==> config.mk <==
export PLATFORM = sky130hd
export DESIGN_NAME = alu
export DESIGN_NICKNAME = d
export VERILOG_FILES = /design/src/rtl/alu.sv
export SDC_FILE = /design/constraint.sdc
export NUM_CORES = 2
export LEC_CHECK = 0
export ABC_AREA = 0
export BUFFER_PORTS_ARGS = -buffer_cell sky130_fd_sc_hd__buf_4
export CAP_MARGIN = 10
export CORE_UTILIZATION = 40
export DETAILED_ROUTE_END_ITERATION = 10
export GPL_TIMING_DRIVEN = 0
export SETUP_SLACK_MARGIN = 0.1
export SLEW_MARGIN = 20
export SYNTH_ARGS = -nofsm -noshare
export SYNTH_HDL_FRONTEND = slang
export SYNTH_SLANG_ARGS = --single-unit
==> constraint.sdc <==
create_clock -name clk -period 10.78 [get_ports clk]
set_input_delay 2.156 -clock clk [delete_from_list [all_inputs] [get_ports clk]]
set_output_delay 2.156 -clock clk [all_outputs]
set_load 0.05 [all_outputs]
==> src/rtl/alu.sv <==
// Registered 32-bit ALU: R-type arithmetic/logic and B-type branch evaluation, one-cycle latency.
// Optional build macro ALU_ZERO_FLAG_EN drives alu_cc[3] as a zero flag for R-type results.
module alu (
  input  logic        clk,
  input  logic        rst,
  input  logic        in_valid,
  input  logic [31:0] a,
  input  logic [31:0] b,
  input  logic [6:0]  opcode,
  output logic        out_valid,
  output logic [31:0] alu_out,
  output logic [3:0]  alu_cc
);

  localparam logic [2:0] R_TYPE = 3'b000;
  localparam logic [2:0] B_TYPE = 3'b010;

  localparam logic [3:0] F_ADD  = 4'b0000;
  localparam logic [3:0] F_SUB  = 4'b0001;
  localparam logic [3:0] F_MULT = 4'b0010;
  localparam logic [3:0] F_AND  = 4'b0011;
  localparam logic [3:0] F_OR   = 4'b0100;
  localparam logic [3:0] F_XOR  = 4'b0101;
  localparam logic [3:0] F_NOT  = 4'b0110;

  localparam logic [3:0] F_BEQ  = 4'b0000;
  localparam logic [3:0] F_BNE  = 4'b0001;
  localparam logic [3:0] F_BLT  = 4'b0010;
  localparam logic [3:0] F_BLE  = 4'b0011;
  localparam logic [3:0] F_BGT  = 4'b0100;
  localparam logic [3:0] F_BGE  = 4'b0101;

  function automatic logic add_ovf(input logic [31:0] x, input logic [31:0] y,
                                   input logic [31:0] s);
    return (x[31] & y[31] & ~s[31]) | (~x[31] & ~y[31] & s[31]);
  endfunction

  function automatic logic sub_ovf(input logic [31:0] x, input logic [31:0] y,
                                   input logic [31:0] d);
    return (x[31] ^ y[31]) & (x[31] ^ d[31]);
  endfunction

  logic [3:0]         fn;
  logic [2:0]         ty;
  logic signed [31:0] a_s;
  logic signed [31:0] b_s;
  logic [31:0]        sum;
  logic [31:0]        diff;
  logic [31:0]        prod;

  assign fn   = opcode[6:3];
  assign ty   = opcode[2:0];
  assign a_s  = a;
  assign b_s  = b;
  assign sum  = a + b;
  assign diff = a - b;
  assign prod = a * b;

  // Stage p0: combinational result and condition code
  logic [31:0] res_p0;
  logic [3:0]  cc_p0;
  logic        rknown_p0;

  always_comb begin
    res_p0    = '0;
    cc_p0     = 4'b0000;
    rknown_p0 = 1'b0;
    case (ty)
      R_TYPE: begin
        rknown_p0 = 1'b1;
        case (fn)
          F_ADD: begin
            res_p0   = sum;
            cc_p0[1] = add_ovf(a, b, sum);
          end
          F_SUB: begin
            res_p0   = diff;
            cc_p0[1] = sub_ovf(a, b, diff);
            cc_p0[2] = (a < b);
          end
          F_MULT:  res_p0 = prod;
          F_AND:   res_p0 = a & b;
          F_OR:    res_p0 = a | b;
          F_XOR:   res_p0 = a ^ b;
          F_NOT:   res_p0 = ~a;
          default: rknown_p0 = 1'b0;
        endcase
      end
      B_TYPE: begin
        case (fn)
          F_BEQ:   cc_p0[0] = (a == b);
          F_BNE:   cc_p0[0] = (a != b);
          F_BLT:   cc_p0[0] = (a_s < b_s);
          F_BLE:   cc_p0[0] = (a_s <= b_s);
          F_BGT:   cc_p0[0] = (a_s > b_s);
          F_BGE:   cc_p0[0] = (a_s >= b_s);
          default: cc_p0[0] = 1'b0;
        endcase
      end
      default: ;
    endcase
`ifdef ALU_ZERO_FLAG_EN
    cc_p0[3] = rknown_p0 && (res_p0 == 32'd0);
`endif
  end

`ifndef ALU_ZERO_FLAG_EN
  logic unused_p0;
  assign unused_p0 = rknown_p0;
`endif

  // Stage p1: output register; outputs hold while no request is presented
  logic        vld_p1;
  logic [31:0] res_p1;
  logic [3:0]  cc_p1;

  always_ff @(posedge clk) begin
    if (rst) begin
      vld_p1 <= 1'b0;
      res_p1 <= '0;
      cc_p1  <= 4'b0000;
    end else begin
      vld_p1 <= in_valid;
      if (in_valid) begin
        res_p1 <= res_p0;
        cc_p1  <= cc_p0;
      end
    end
  end

  assign out_valid = vld_p1;
  assign alu_out   = res_p1;
  assign alu_cc    = cc_p1;

endmodule

# [After elaboration in Yosys (flattened, before gate mapping)]
# Index checks and enable logic that the tools add are counted.
[totals] reg_bits=36 inputBits=74 output_inout_bits=37 elab_cells=44
[classes] addsub=2 mul=1 magnitude_cmp=5 eq_ne=9 n_mux=7 bitwise=15 reduce_logical=2
[ops] cell="$pmux 32 s7" count=1
[ops] cell="$lt 32x32->1" count=2
[ops] cell="$add 32x32->32" count=1
[ops] cell="$and 32x32->32" count=1
[ops] cell="$eq 32x32->1" count=1
[ops] cell="$ge 32x32->1" count=1
[ops] cell="$gt 32x32->1" count=1
[ops] cell="$le 32x32->1" count=1
[ops] cell="$mul 32x32->32" count=1
[ops] cell="$mux 32" count=1
[ops] cell="$ne 32x32->1" count=1
[ops] cell="$not 32->32" count=1
[ops] cell="$or 32x32->32" count=1
[ops] cell="$sub 32x32->32" count=1
[ops] cell="$xor 32x32->32" count=1
[ops] cell="$eq 4x3->1 const B" count=3
[ops] cell="$eq 4x2->1 const B" count=2
[ops] cell="$pmux 1 s6" count=1
[ops] cell="$and 1x1->1" count=5
[ops] cell="$eq 4x1->1 const B" count=1
[ops] cell="$logic_not 4->1" count=1
[ops] cell="$eq 3x2->1 const B" count=1
[ops] cell="$logic_not 3->1" count=1
[ops] cell="$not 1->1" count=3
[ops] cell="5 further kinds" count=7

# [Longest topological paths before layout]
[logic_depth] depth_word=6 depth_mapped=29 depth_no_buf=26

# [Worst setup path after synthesis]
# OpenSTA, ideal clock, no wires.
[synth_timing] kind="input-to-reg" start="input port b[2]" end="register res_p1[31] (netlist: alu_out[31])" setup_time_ns=0.120 t_arrival_ns=9.086 t_required_ns=10.660 slack_ns=1.574 cell_stages=26 n_path_buf=3 path_cell_list="clkbuf_1 -> inv_1 -> clkbuf_1 -> nor2_1 -> fa_1 -> inv_1 -> fa_1 -> fa_1 -> fa_1 -> inv_1 -> fa_1 -> inv_1 -> fa_1 -> inv_1 -> fa_1 -> fa_1 -> ha_1 -> and4_1 -> clkbuf_1 -> a211o_1 -> a211o_1 -> o41ai_1 -> a21oi_1 -> xnor2_1 -> o21ai_0 -> o31a_1"
[synth_via] elab_chain_cells=3 elab_cells_between_ends=5 cone_classes="add/sub (2); mul (1); mux (2)"
[synth_rtl] item="from (decl)" line_no="8" rtl="input logic [31:0] b,"
[synth_rtl] item="$mul 32x32->32 (tied with other cells)" line_no="57" rtl="assign prod = a * b;"
[synth_rtl] item="$pmux 32 s7 *" line_no="71" rtl="case (fn)"
[synth_rtl] item="$mux 32 *" line_no="68" rtl="case (ty)"
[synth_rtl] item="to (signal assigned)" line_no="125" rtl="res_p1 <= res_p0;"
[synth_rtl] item="to (decl)" line_no="114" rtl="logic [31:0] res_p1;"
# Every way passes the cells marked *; elsewhere a longest branch is shown, timed or not.
# A chain may end at the register's enable or synchronous reset.

# [Worst setup path after layout]
[layout_timing] start="input port a[1]" end="register res_p1[27] (netlist: alu_out[27])"
[layout_via] elab_chain_cells=3 elab_cells_between_ends=5 cone_classes="add/sub (2); mul (1); mux (2)"
[layout_rtl] item="from (decl)" line_no="7" rtl="input logic [31:0] a,"
[layout_rtl] item="$mul 32x32->32 (tied with other cells)" line_no="57"
[layout_rtl] item="$pmux 32 s7 *" line_no="71"
[layout_rtl] item="$mux 32 *" line_no="68"
# Marked as above.

==> qor.csv <==
stage;metric;value;unit
status;outcome;finished, final reports clean;
sta;Least-Margin Pin Slew;1.21;ns
setup_path;Worst Path Arrival;10.73;ns
sta;Final Cycle Share;97.9;%
floorplan;die area;54900;um2
setup_path;R2R Path Start;alu_out[18];
grt;total grt overflow;0;
floorplan;Initial Util;40.7;%
sta;RSZ-0062 raised after global routing;no;
sta;Final Hold Viols;0;
clock_tree;Worst-path clk slew;0.07;ns
floorplan;Die W;234;um
detailed_routing;routed via count;20800;
hold_path;hold endpoint;alu_out[9];
setup_path;Critical Path RT;10.96;ns
synth;main flop type after synthesis;dfxtp_1;
clock_tree;clock root cell;clkbuf_16;
floorplan;# IOs;111;
placement;I/O Buffers;108;
hold_path;Hold Path Origin;alu_out[9];
clock_tree;Resize count post-CTS;21;
floorplan;core area;53000;um2
floorplan;Die Ht;234;um
layout;Layout Nets;3482;
sta;crit path time final;10.55;ns
detailed_routing;wire length per cell;31.3;um
setup_path;Worst Setup Start Kind;input port;
clock_tree;CTS hold repair buffers;0;
synth;Post-Syn Area;21600;um2
placement;placed standard-cell area;23300;um2
detailed_routing;post-route ant nets;0;
synth;Post-Syn Nets;3380;
synth;Ys Warns;0;
synth;Seq/Total Area, Yosys;3.34;%
synth;Cells after Synth;2677;
setup_path;critical path capture point type;flop;
setup_path;Reg2Reg Capture Point;alu_out[18];
layout;most frequent cells in the layout;inv_1, fa_1, nor2_1;
grt;GRT Util Overall;40.2;%
detailed_routing;drt drc;0;
setup_path;Setup Crit Path Kind;in -> reg;
synth;synthesized flop and latch total;36;
grt;largest net degree at the start of global routing;15;
run;Max Cap Violations;0;
sta;Max Clock Freq;94.8;MHz
placement;Post-DP HPWL;88200;um
clock_tree;clk sinks;36;
layout;Layout fillers;5473;
grt;first-pass GRT wire length;153000;um
placement;GPL Wtd Cong;1.03;
clock_tree;postcts setup bufs;0;
clock_tree;CTS tree;done;
sta;Clock Skew;0;ns
layout;share of cells above drive strength 1;7.12;%
synth;synth unique cells;90;
clock_tree;Max Root-Sink Buffers;2;
setup_path;largest fanout on the critical path;11;
detailed_routing;Initial DRT Pass Iterations;5;
layout;most common cell after layout, fill and taps aside;inv_1;
synth;Syn Area/Cell;8.06;um2
layout;Area Overhead vs Synth;8.87;%
clock_tree;Clock Latency Late Sink;0.30;ns
layout;Final Instance Area;23500;um2
synth;asr flop ratio synth;0;%
hold_path;Hold WC Path Type;reg -> reg;
hold_path;Worst Hold Depth;2;
grt;initial antenna violation count;7;
sta;max-slew violations;0;
detailed_routing;vias per cell;5.98;
sta;Setup Viol. Count Final;0;
detailed_routing;WL final;109000;um
setup_path;r2r setup slk;9.13;ns
setup_path;Worst Reg-to-Reg Cells;5;
clock_tree;CTS buffer count;5;
synth;Post-synth EDFFs;0;
sta;final worst slack;0.226;ns
clock_tree;Max H-tree Level;2;
detailed_routing;violation count after the first detailed-route iteration;1959;
sta;Slew HR;19.4;%
floorplan;# rows;84;
placement;post-place setup slack;-1.12;ns
grt;vias in the first global route;20900;
-- registers in the layout (all words and copies together) (netlist names) --
name	flops
alu_out	32
alu_cc	3
out_valid	1
-- worst max-delay path, stage by stage --
cell and delay, ns:
buf_4 0.13, clkbuf_2 0.43, inv_1 0.47, clkbuf_2 0.69, nor2_1 0.15, fa_1 0.44, fa_1 0.49, inv_1 0.05
fa_1 0.47, inv_1 0.04, ha_1 0.19, fa_1 0.47, fa_1 0.51, fa_1 0.56, fa_1 0.46, ha_1 0.29
clkbuf_1 0.30, nand4_1 0.22, nor3_4 0.36, nand4_1 0.19, o21ai_0 0.56, o21ai_0 0.20, a31oi_2 0.43, a21boi_0 0.31
o21ai_0 0.14
-- cells in the mapped netlist (6+ instances only) --
cell         n  area, um2
a211o_1      9       78.8
a211oi_1    18        135
a21o_1      19        143
a21oi_1    115        576
a221oi_1    22        193
a22oi_1      8       60.1
a311oi_1     7       61.3
a31oi_1     18        113
and2_1       8       50.1
and3_1       6       37.5
buf_1       13       48.8
clkbuf_1   121        454
clkinv_1    13       48.8
dfxtp_1     36        721
fa_1       410       8210
ha_1       219       2740
inv_1      453       1700
inv_2        9       33.8
mux2i_1      6       60.1
nand2_1    298       1120
nand2b_1    21        131
nand3_1     24        120
nand4_1     14       87.6
nor2_1     392       1470
nor2b_1     16        100
nor3_1      25        125
nor4_1       9       56.3
o2111ai_1    8       70.1
o211ai_1    15        113
o21a_1      10       75.1
o21ai_0     64        320
o21bai_1    16        120
o221ai_1    16        140
o22ai_1     25        156
o31ai_1     12       90.1
o41ai_1      7       61.3
or3_1        8       50.1
or4_1        6       45.0
xnor2_1     65        569
xor2_1      21        184
-- metal layers --
metal  global-route usage [%]  share of wire [%]  vias to the layer above
met3                     10.7                 11                      255
met4                     20.7                6.1                        4
li1                         -                  -                     8756
met2                     59.8                 43                     1231
met5                        0              0.023                        -
met1                     53.5                 41                    10500
-- cell families (layout without fill, tap and decap cells) --
group	count (synthesis)	in the layout	share of synthesized area, %
and+or+nand+nor	845	845	16.5
adders and majority gates	629	629	50.7
buffers and inverters	617	720	10.9
AOI/OAI and AO/OA	454	454	14.6
xor gates and xnor gates	87	87	3.59
DFF	36	36	3.34
muxes	8	8	0.383
other	1	7	0.0174
-- worst max path at each step --
stage / from / end / slack [ns] / cells past startpoint
after detailed placement: a[4] / alu_out[27] / -1.12 / 25
after CTS: a[8] / alu_out[27] / 0.09 / 27
after global routing: a[8] / alu_out[27] / 0.06 / 27
after global placement: a[4] / alu_out[31] / -2.44 / 27
after floorplan: b[2] / alu_out[31] / 1.57 / 26
final: a[1] / alu_out[27] / 0.23 / 25
-- layout make-up --
| type | instances | area [um2] | share of cell area (%) |
|---|---|---|---|
| tap | 688 | 861 | 3.66 |
| clock inverter | 1 | 7.51 | 0.0320 |
| clock buffer | 7 | 143 | 0.607 |
| timing repair buffer | 110 | 826 | 3.51 |
| sequential | 36 | 721 | 3.07 |
| antenna | 6 | 15.0 | 0.0639 |
| inverter | 475 | 1790 | 7.63 |
| multi-input combinational | 2024 | 18600 | 79.1 |
| buffer | 127 | 554 | 2.36 |
-- stage by stage --
step / utilization (%) / hold slack (ns) / cells / setup TNS, ns
2_1_floorplan: - / 0.675 / 2677 / 0
3_3_place_gp: 43.9 / 0.452 / 3473 / -21.36
3_5_place_dp: 44.0 / 0.461 / 3475 / -4.02
4_1_cts: 44.3 / 0.473 / 3470 / 0
5_1_grt: 44.3 / 0.490 / 3468 / 0
6_report: 44.4 / 0.466 / 3474 / 0
Power is left out: the tool's default activity adds up to more than one toggle a clock period on the data nets, which glitch-free logic cannot reach.
